--- src/rtl/codec_config_pkg.sv ---
// rtl/codec_config_pkg.sv - shared constants, register table and FSM encoding for codec_config
// Contents: DEV_ADDR (codec write address), TABLE_LEN, TABLE_WORDS ({reg[6:0], data[8:0]}),
//           REG_R2/REG_R3 (volume registers), state_t (sequencer states), table_word() lookup.
package codec_config_pkg;

    localparam logic [7:0] DEV_ADDR  = 8'h34;
    localparam int         TABLE_LEN = 10;

    localparam logic [6:0] REG_R2 = 7'd2;
    localparam logic [6:0] REG_R3 = 7'd3;

    // Each word is {register[6:0], data[8:0]}; R15 first resets the codec.
    localparam logic [15:0] TABLE_WORDS [0:TABLE_LEN-1] = '{
        {7'd15, 9'h000},
        {7'd0,  9'h017},
        {7'd1,  9'h017},
        {7'd2,  9'h079},
        {7'd3,  9'h079},
        {7'd4,  9'h012},
        {7'd5,  9'h000},
        {7'd6,  9'h000},
        {7'd7,  9'h002},
        {7'd9,  9'h001}
    };

    typedef enum logic [3:0] {
        ST_IDLE,
        ST_START,
        ST_BIT,
        ST_ACK,
        ST_STOP,
        ST_GAP,
        ST_NEXT,
        ST_DONE,
        ST_FAIL
    } state_t;

    function automatic logic [15:0] table_word(input logic [3:0] idx);
        if (idx < 4'(TABLE_LEN)) begin
            table_word = TABLE_WORDS[idx];
        end else begin
            table_word = 16'h0000;
        end
    endfunction

endpackage

--- src/rtl/codec_config_byte_tx.sv ---
// rtl/codec_config_byte_tx.sv - tick-driven I2C byte shifter with ACK sample (module i2c_byte_tx)
// Ports: clk, reset (sync, active-high), tick (quarter-bit strobe), start/data (load a byte when
//        ready), sda (synchronised SDA level), ready (idle), ack_phase (9th bit in progress),
//        ack_ok (last ACK result), scl/sda_oe (bus drive while not ready).
module i2c_byte_tx (
    input  logic       clk,
    input  logic       reset,
    input  logic       tick,
    input  logic       start,
    input  logic [7:0] data,
    input  logic       sda,
    output logic       ready,
    output logic       ack_phase,
    output logic       ack_ok,
    output logic       scl,
    output logic       sda_oe
);

    logic       active;
    logic [7:0] shift;
    logic [3:0] bit_cnt;
    logic [1:0] quarter;

    assign ready     = !active;
    assign ack_phase = active && (bit_cnt == 4'd8);

    // Bit slots 0..7 carry data MSB first, slot 8 is the released ACK slot.
    always_ff @(posedge clk) begin
        if (reset) begin
            active  <= 1'b0;
            shift   <= 8'h00;
            bit_cnt <= 4'd0;
            quarter <= 2'd0;
            ack_ok  <= 1'b0;
            scl     <= 1'b1;
            sda_oe  <= 1'b0;
        end else if (!active) begin
            if (start) begin
                active  <= 1'b1;
                shift   <= data;
                bit_cnt <= 4'd0;
                quarter <= 2'd0;
                // Matches the level the sequencer leaves after START / a previous byte.
                scl     <= 1'b0;
                sda_oe  <= 1'b1;
            end
        end else if (tick) begin
            case (quarter)
                2'd0: begin
                    scl    <= 1'b0;
                    sda_oe <= (bit_cnt == 4'd8) ? 1'b0 : !shift[7];
                end
                2'd1: scl <= 1'b1;
                2'd2: begin
                    if (bit_cnt == 4'd8) begin
                        ack_ok <= !sda;
                    end
                end
                default: begin
                    scl <= 1'b0;
                    if (bit_cnt == 4'd8) begin
                        active <= 1'b0;
                    end else begin
                        bit_cnt <= bit_cnt + 4'd1;
                        shift   <= {shift[6:0], 1'b0};
                    end
                end
            endcase
            quarter <= quarter + 2'd1;
        end
    end

endmodule

--- src/rtl/codec_config.sv ---
// rtl/codec_config.sv - I2C register-table loader and volume updater for an audio codec
// Ports: clk18, reset (sync, active-high), start (full table), vol/vol_upd (volume write),
//        i2c_sclk (push-pull SCL), i2c_sdat_oe (1 = pull SDA low), i2c_sdat_in (SDA pad level),
//        busy, done, error (status levels).
module codec_config
    import codec_config_pkg::*;
#(
    parameter int CLK_DIV   = 45,
    parameter int MAX_RETRY = 3
) (
    input  logic       clk18,
    input  logic       reset,
    input  logic       start,
    input  logic [6:0] vol,
    input  logic       vol_upd,
    output logic       i2c_sclk,
    output logic       i2c_sdat_oe,
    input  logic       i2c_sdat_in,
    output logic       busy,
    output logic       done,
    output logic       error
);

    localparam int DIV_W = (CLK_DIV > 1) ? $clog2(CLK_DIV) : 1;
    localparam int RTY_W = (MAX_RETRY > 0) ? $clog2(MAX_RETRY + 1) : 1;

    state_t           state;
    logic [DIV_W-1:0] div_cnt;
    logic             tick;
    logic             sda_meta;
    logic             sda_sync;
    logic [1:0]       step;
    logic [1:0]       byte_idx;
    logic [3:0]       index;
    logic [RTY_W-1:0] retry_cnt;
    logic             retry_flag;
    logic             vol_mode;
    logic [6:0]       vol_cur;
    logic [6:0]       pend_vol;
    logic             pending;
    logic             configured;
    logic             scl_r;
    logic             oe_r;
    logic             tx_start;
    logic [7:0]       tx_data;
    logic [15:0]      cur_word;
    logic             tx_ready;
    logic             tx_ack_phase;
    logic             tx_ack_ok;
    logic             tx_scl;
    logic             tx_oe;
    logic             seq_last;
    logic             vol_req;

    // Divider is held at 0 while idle, so every sequence starts on a fresh count.
    always_ff @(posedge clk18) begin
        if (reset || !busy) begin
            div_cnt <= '0;
        end else if (div_cnt == DIV_W'(CLK_DIV - 1)) begin
            div_cnt <= '0;
        end else begin
            div_cnt <= div_cnt + 1'b1;
        end
    end

    assign tick = busy && (div_cnt == DIV_W'(CLK_DIV - 1));

    always_ff @(posedge clk18) begin
        if (reset) begin
            sda_meta <= 1'b1;
            sda_sync <= 1'b1;
        end else begin
            sda_meta <= i2c_sdat_in;
            sda_sync <= sda_meta;
        end
    end

    always_comb begin
        cur_word = table_word(index);
        if (vol_mode) begin
            cur_word = {(index == 4'd0) ? REG_R2 : REG_R3, 2'b01, vol_cur};
        end
        case (byte_idx)
            2'd0:    tx_data = DEV_ADDR;
            2'd1:    tx_data = cur_word[15:8];
            default: tx_data = cur_word[7:0];
        endcase
    end

    assign seq_last = vol_mode ? (index == 4'd1) : (index == 4'(TABLE_LEN - 1));
    assign vol_req  = vol_upd && configured;

    i2c_byte_tx u_byte_tx (
        .clk       (clk18),
        .reset     (reset),
        .tick      (tick),
        .start     (tx_start),
        .data      (tx_data),
        .sda       (sda_sync),
        .ready     (tx_ready),
        .ack_phase (tx_ack_phase),
        .ack_ok    (tx_ack_ok),
        .scl       (tx_scl),
        .sda_oe    (tx_oe)
    );

    // The shifter owns the pins only while it has a byte in flight.
    assign i2c_sclk    = tx_ready ? scl_r : tx_scl;
    assign i2c_sdat_oe = tx_ready ? oe_r  : tx_oe;

    always_ff @(posedge clk18) begin
        if (reset) begin
            state      <= ST_IDLE;
            step       <= 2'd0;
            byte_idx   <= 2'd0;
            index      <= 4'd0;
            retry_cnt  <= '0;
            retry_flag <= 1'b0;
            vol_mode   <= 1'b0;
            vol_cur    <= 7'd0;
            pend_vol   <= 7'd0;
            pending    <= 1'b0;
            configured <= 1'b0;
            scl_r      <= 1'b1;
            oe_r       <= 1'b0;
            tx_start   <= 1'b0;
            busy       <= 1'b0;
            done       <= 1'b0;
            error      <= 1'b0;
        end else begin
            tx_start <= 1'b0;

            case (state)
                ST_IDLE: begin
                    // start wins over a simultaneous or pending volume request.
                    if (start || vol_req || pending) begin
                        state      <= ST_START;
                        busy       <= 1'b1;
                        step       <= 2'd0;
                        index      <= 4'd0;
                        retry_cnt  <= '0;
                        retry_flag <= 1'b0;
                        vol_mode   <= !start;
                        if (start) begin
                            done  <= 1'b0;
                            error <= 1'b0;
                        end else begin
                            vol_cur <= vol_req ? vol : pend_vol;
                            pending <= 1'b0;
                        end
                    end
                end

                ST_START: begin
                    if (tick) begin
                        if (step == 2'd0) begin
                            oe_r <= 1'b1;
                            step <= 2'd1;
                        end else begin
                            scl_r    <= 1'b0;
                            step     <= 2'd0;
                            byte_idx <= 2'd0;
                            tx_start <= 1'b1;
                            state    <= ST_BIT;
                        end
                    end
                end

                ST_BIT: begin
                    if (tx_ack_phase) begin
                        state <= ST_ACK;
                    end
                end

                ST_ACK: begin
                    if (tx_ready) begin
                        step <= 2'd0;
                        if (!tx_ack_ok) begin
                            retry_flag <= 1'b1;
                            state      <= ST_STOP;
                        end else if (byte_idx == 2'd2) begin
                            state <= ST_STOP;
                        end else begin
                            byte_idx <= byte_idx + 2'd1;
                            tx_start <= 1'b1;
                            state    <= ST_BIT;
                        end
                    end
                end

                ST_STOP: begin
                    if (tick) begin
                        case (step)
                            2'd0: begin
                                oe_r <= 1'b1;
                                step <= 2'd1;
                            end
                            2'd1: begin
                                scl_r <= 1'b1;
                                step  <= 2'd2;
                            end
                            default: begin
                                oe_r  <= 1'b0;
                                step  <= 2'd0;
                                state <= ST_GAP;
                            end
                        endcase
                    end
                end

                ST_GAP: begin
                    if (tick) begin
                        if (step == 2'd3) begin
                            step  <= 2'd0;
                            state <= ST_NEXT;
                        end else begin
                            step <= step + 2'd1;
                        end
                    end
                end

                ST_NEXT: begin
                    step <= 2'd0;
                    if (retry_flag) begin
                        retry_flag <= 1'b0;
                        if (retry_cnt < RTY_W'(MAX_RETRY)) begin
                            retry_cnt <= retry_cnt + 1'b1;
                            state     <= ST_START;
                        end else begin
                            busy  <= 1'b0;
                            error <= 1'b1;
                            state <= ST_FAIL;
                        end
                    end else begin
                        retry_cnt <= '0;
                        if (seq_last) begin
                            busy  <= 1'b0;
                            state <= ST_DONE;
                            if (!vol_mode) begin
                                done       <= 1'b1;
                                configured <= 1'b1;
                            end
                        end else begin
                            index <= index + 4'd1;
                            state <= ST_START;
                        end
                    end
                end

                ST_DONE: state <= ST_IDLE;
                ST_FAIL: state <= ST_IDLE;
                default: state <= ST_IDLE;
            endcase

            // Requests outside IDLE collapse into one pending update with the newest volume.
            if (state != ST_IDLE && vol_req) begin
                pending  <= 1'b1;
                pend_vol <= vol;
            end
        end
    end

endmodule

--- config.mk ---
export PLATFORM = sky130hd
export DESIGN_NAME = codec_config
export DESIGN_NICKNAME = d
export VERILOG_FILES = /design/src/rtl/codec_config_pkg.sv /design/src/rtl/codec_config_byte_tx.sv /design/src/rtl/codec_config.sv
export SDC_FILE = /design/constraint.sdc
export NUM_CORES = 1
export LEC_CHECK = 0
export BUFFER_PORTS_ARGS = -buffer_cell sky130_fd_sc_hd__buf_2
export CORE_MARGIN = 2
export CORE_UTILIZATION = 50
export CTS_BUF_LIST = sky130_fd_sc_hd__clkbuf_4 sky130_fd_sc_hd__clkbuf_8
export CTS_CLUSTER_SIZE = 25
export DETAILED_ROUTE_END_ITERATION = 6
export HOLD_SLACK_MARGIN = 0.08
export PLACE_DENSITY = 0.76
export SYNTH_ARGS = -nofsm -noshare
export SYNTH_HDL_FRONTEND = slang
export SYNTH_SLANG_ARGS = --single-unit
--- constraint.sdc ---
create_clock -name clk18 -period 3.84 [get_ports clk18]
set_input_delay 0.768 -clock clk18 [delete_from_list [all_inputs] [get_ports clk18]]
set_output_delay 0.768 -clock clk18 [all_outputs]
set_load 0.03 [all_outputs]
==> reports/metrics.cfg <==
[worst_setup_path]
cp-start-kind = register
endpoint_kind = register
reg2reg_slack_ns = 1.30
worstPathRequired_ns = 4.07
arrival_ns = 2.77
path_max_fanout = 21
reg2regPathDepth = 5
criticalPathCategory = register to register
timing.rr.start = u_byte_tx.active$_SDFF_PP0_
reg2reg_to = u_byte_tx.shift[3]$_SDFFE_PP0P_

[worst_hold_path]
hold_path.class = register to register
holdPathStages = 1
min_to = sda_sync$_SDFF_PP1_
holdCritStartpoint = sda_meta$_SDFF_PP1_

[synthesis]
synth-edff-count = 0
synthArstFlopShare_pct = 0
ys.flop_type = dfxtp_1
postSynthCellCount = 425
yosys_register_bits = 64
synth_nets = 458
yosys_warnings = 0
post_synth.cell_area_avg_um2 = 8.25
syn_area_mm2 = 0.00351
ys_types = 57
ys_seq_area_share_pct = 36.5

[clock_network]
cts_resized = 0
postCtsSetupBuffers = 0
ctsHoldBuffers = 0
cts.path.max_buffers = 2
cts_buffers = 9
cts_tree = yes
clk_latency_ns = 0.34
path_clk_slew_ns = 0.07
root_buffer = clkbuf_8
cts_max_level = 3
cts_sinks = 64

[outcome]
status = complete, no violations

[routing]
drc = 0
wl_per_cell_um = 13.8
drt_wl_total_um = 7310
routed_via_density = 5.62
vias = 2973
ant_nets = 0
initialDrtViolationCount = 278
firstDrtPassIters = 5

[floorplanning]
coreArea_mm2 = 0.00679
dieArea_mm2 = 0.00770
io_pins = 17
die_h_um = 87.8
die_w_um = 87.8
initial_core_util_pct = 51.6
rows = 30

[finish]
fin_cells = 529
fin_nets = 461
final_layout_size_suffix_gt1_share_pct = 11.3
final_cell_mix = dfxtp_1 (64), nand2_1 (45), nor2_1 (38), a21oi_1 (30), inv_1 (23)
areaGrowthSynthToFinish_pct = 9.13
final_common_cell = dfxtp_1
num-fill-cells = 619
num_antenna_cells = 0

[placement]
gp_congestion = 0.828
io_buffers = 16
hpwl_um = 5100
placedCellCount = 513
place_ws_ns = 1.35

[power_and_ir_drop]
power.net_switching_mw = 0.459
p_int_mw = 1.19
leakagePower_nw = 1.38
clockPowerShare_pct = 39.4
p_per_area_mw_per_mm2 = 430
comb_power_share_pct = 15.4
swShare_pct = 27.9
max-vdd-ir-drop_uv = 337
p_seq_share_pct = 45.1

[timing]
post-route-min-period_ns = 2.54
finalHoldViolCount = 0
fmax_ghz = 0.394
tightest_slew_ns = 0.908
max_slew_margin_pct = 38.8
setup_tns_ns = 0
hold_slack_ns = 0.434
fin_crit_sh_pct = 66.1
fin_skew_ns = 0.00480
setup_viol = 0
fin_ws_ns = 1.30
rsz0062_at_grt = no
maxSlewViolCount = 0

[global_routing]
grt_pass1_vias = 2733
grt_usage_pct = 21.0
overflow = 0
antenna_found_initial = 0
grt_pass1_wl_um = 12800
grt_max_degree = 32

[flow_run]
maxCapViolCount = 0

## sequential cells by signal, summed over array words and instances, names as in the netlist, 2 cells and up
| signal | flops |
|---|---|
| byte_idx | 2 |
| div_cnt | 6 |
| index | 4 |
| pend_vol | 7 |
| retry_cnt | 2 |
| state | 4 |
| step | 2 |
| u_byte_tx.bit_cnt | 4 |
| u_byte_tx.quarter | 2 |
| u_byte_tx.shift | 8 |
| vol_cur | 7 |
## layer usage
| layer | part of all wire, % | vias to the layer above | global-route usage [%] |
|---|---|---|---|
| li1 | - | 1515 | - |
| met1 | 48 | 1379 | 29.0 |
| met2 | 46 | 69 | 32.6 |
| met3 | 4.6 | 10 | 5.28 |
| met4 | 1.2 | 0 | 6.15 |
| met5 | 0 | - | 0 |
## power groups by stage
| stage | Combinational [mW] | Clock [mW] | Sequential [mW] |
|---|---|---|---|
| 6_report | 0.254 | 0.650 | 0.743 |
| 5_1_grt | 0.284 | 0.684 | 0.749 |
| 4_1_cts | 0.254 | 0.661 | 0.741 |
| 3_5_place_dp | 0.250 | 0 | 0.756 |
| 3_3_place_gp | 0.245 | 0 | 0.756 |
| 2_1_floorplan | 0.232 | 0 | 0.719 |
## worst max-delay path by stage
| stage | start | endpoint | slack (ns) | cells after the start |
|---|---|---|---|---|
| 2_1_floorplan | vol_upd | step[0]$_SDFFE_PP0P_ | 1.72 | 6 |
| 3_3_place_gp | u_byte_tx.active$_SDFF_PP0_ | u_byte_tx.shift[3]$_SDFFE_PP0P_ | 1.50 | 5 |
| 3_5_place_dp | u_byte_tx.active$_SDFF_PP0_ | u_byte_tx.shift[3]$_SDFFE_PP0P_ | 1.35 | 5 |
| 4_1_cts | u_byte_tx.active$_SDFF_PP0_ | u_byte_tx.shift[3]$_SDFFE_PP0P_ | 1.32 | 5 |
| 5_1_grt | u_byte_tx.active$_SDFF_PP0_ | u_byte_tx.shift[3]$_SDFFE_PP0P_ | 0.98 | 5 |
| 6_report | u_byte_tx.active$_SDFF_PP0_ | u_byte_tx.shift[3]$_SDFFE_PP0P_ | 1.30 | 5 |
## cells by family after synthesis
family / synth area share, %
AO/OA/AOI/OAI: 18.4
AND/OR/NAND/NOR: 25.3
flip-flops: 36.5
XOR/XNOR: 2.75
buffers and inverters: 5.67
multiplexers: 3.89
adder cells (fa/ha/maj): 7.49
## stage by stage
step / util, % / total power, mW / instance area, µm²
2_1_floorplan: - / 0.952 / 3510
3_3_place_gp: 53.0 / 1.00 / 3600
3_5_place_dp: 53.0 / 1.01 / 3600
4_1_cts: 56.4 / 1.66 / 3830
5_1_grt: 56.4 / 1.72 / 3830
6_report: 56.4 / 1.65 / 3830
## critical path: stages, from the launching register on
cell and delay, ns:
dfxtp_1 0.78, nand4_1 0.23, nor2_1 0.53, a31oi_1 0.44, a221oi_1 0.33, o21ai_0 0.12
## Yosys cell counts (6+ instances only)
cell       n  area share (%)
dfxtp_1   64              37
nand2_1   45             4.8
nor2_1    38             4.1
a21oi_1   30             4.3
inv_1     23             2.5
ha_1      21             7.5
clkbuf_1  17             1.8
nand3_1   17             2.4
o21ai_0   17             2.4
nor3_1    16             2.3
nand2b_1  14             2.5
a311oi_1   8             2.0
mux2i_1    8             2.3
a211oi_1   6             1.3
a221oi_1   6             1.5
xor2_1     6             1.5
## cell type report
cell class              count  area [µm²]  area share (%)
inverters                  23        86.3            2.25
clock buffers              11         145            3.79
multi-input cells         313        2030            53.0
clock inverters             5        80.1            2.09
well taps                  96         120            3.14
flip-flops and latches     64        1280            33.5
repair buffers             17        87.6            2.29
Power figures use the tool's default switching activity.
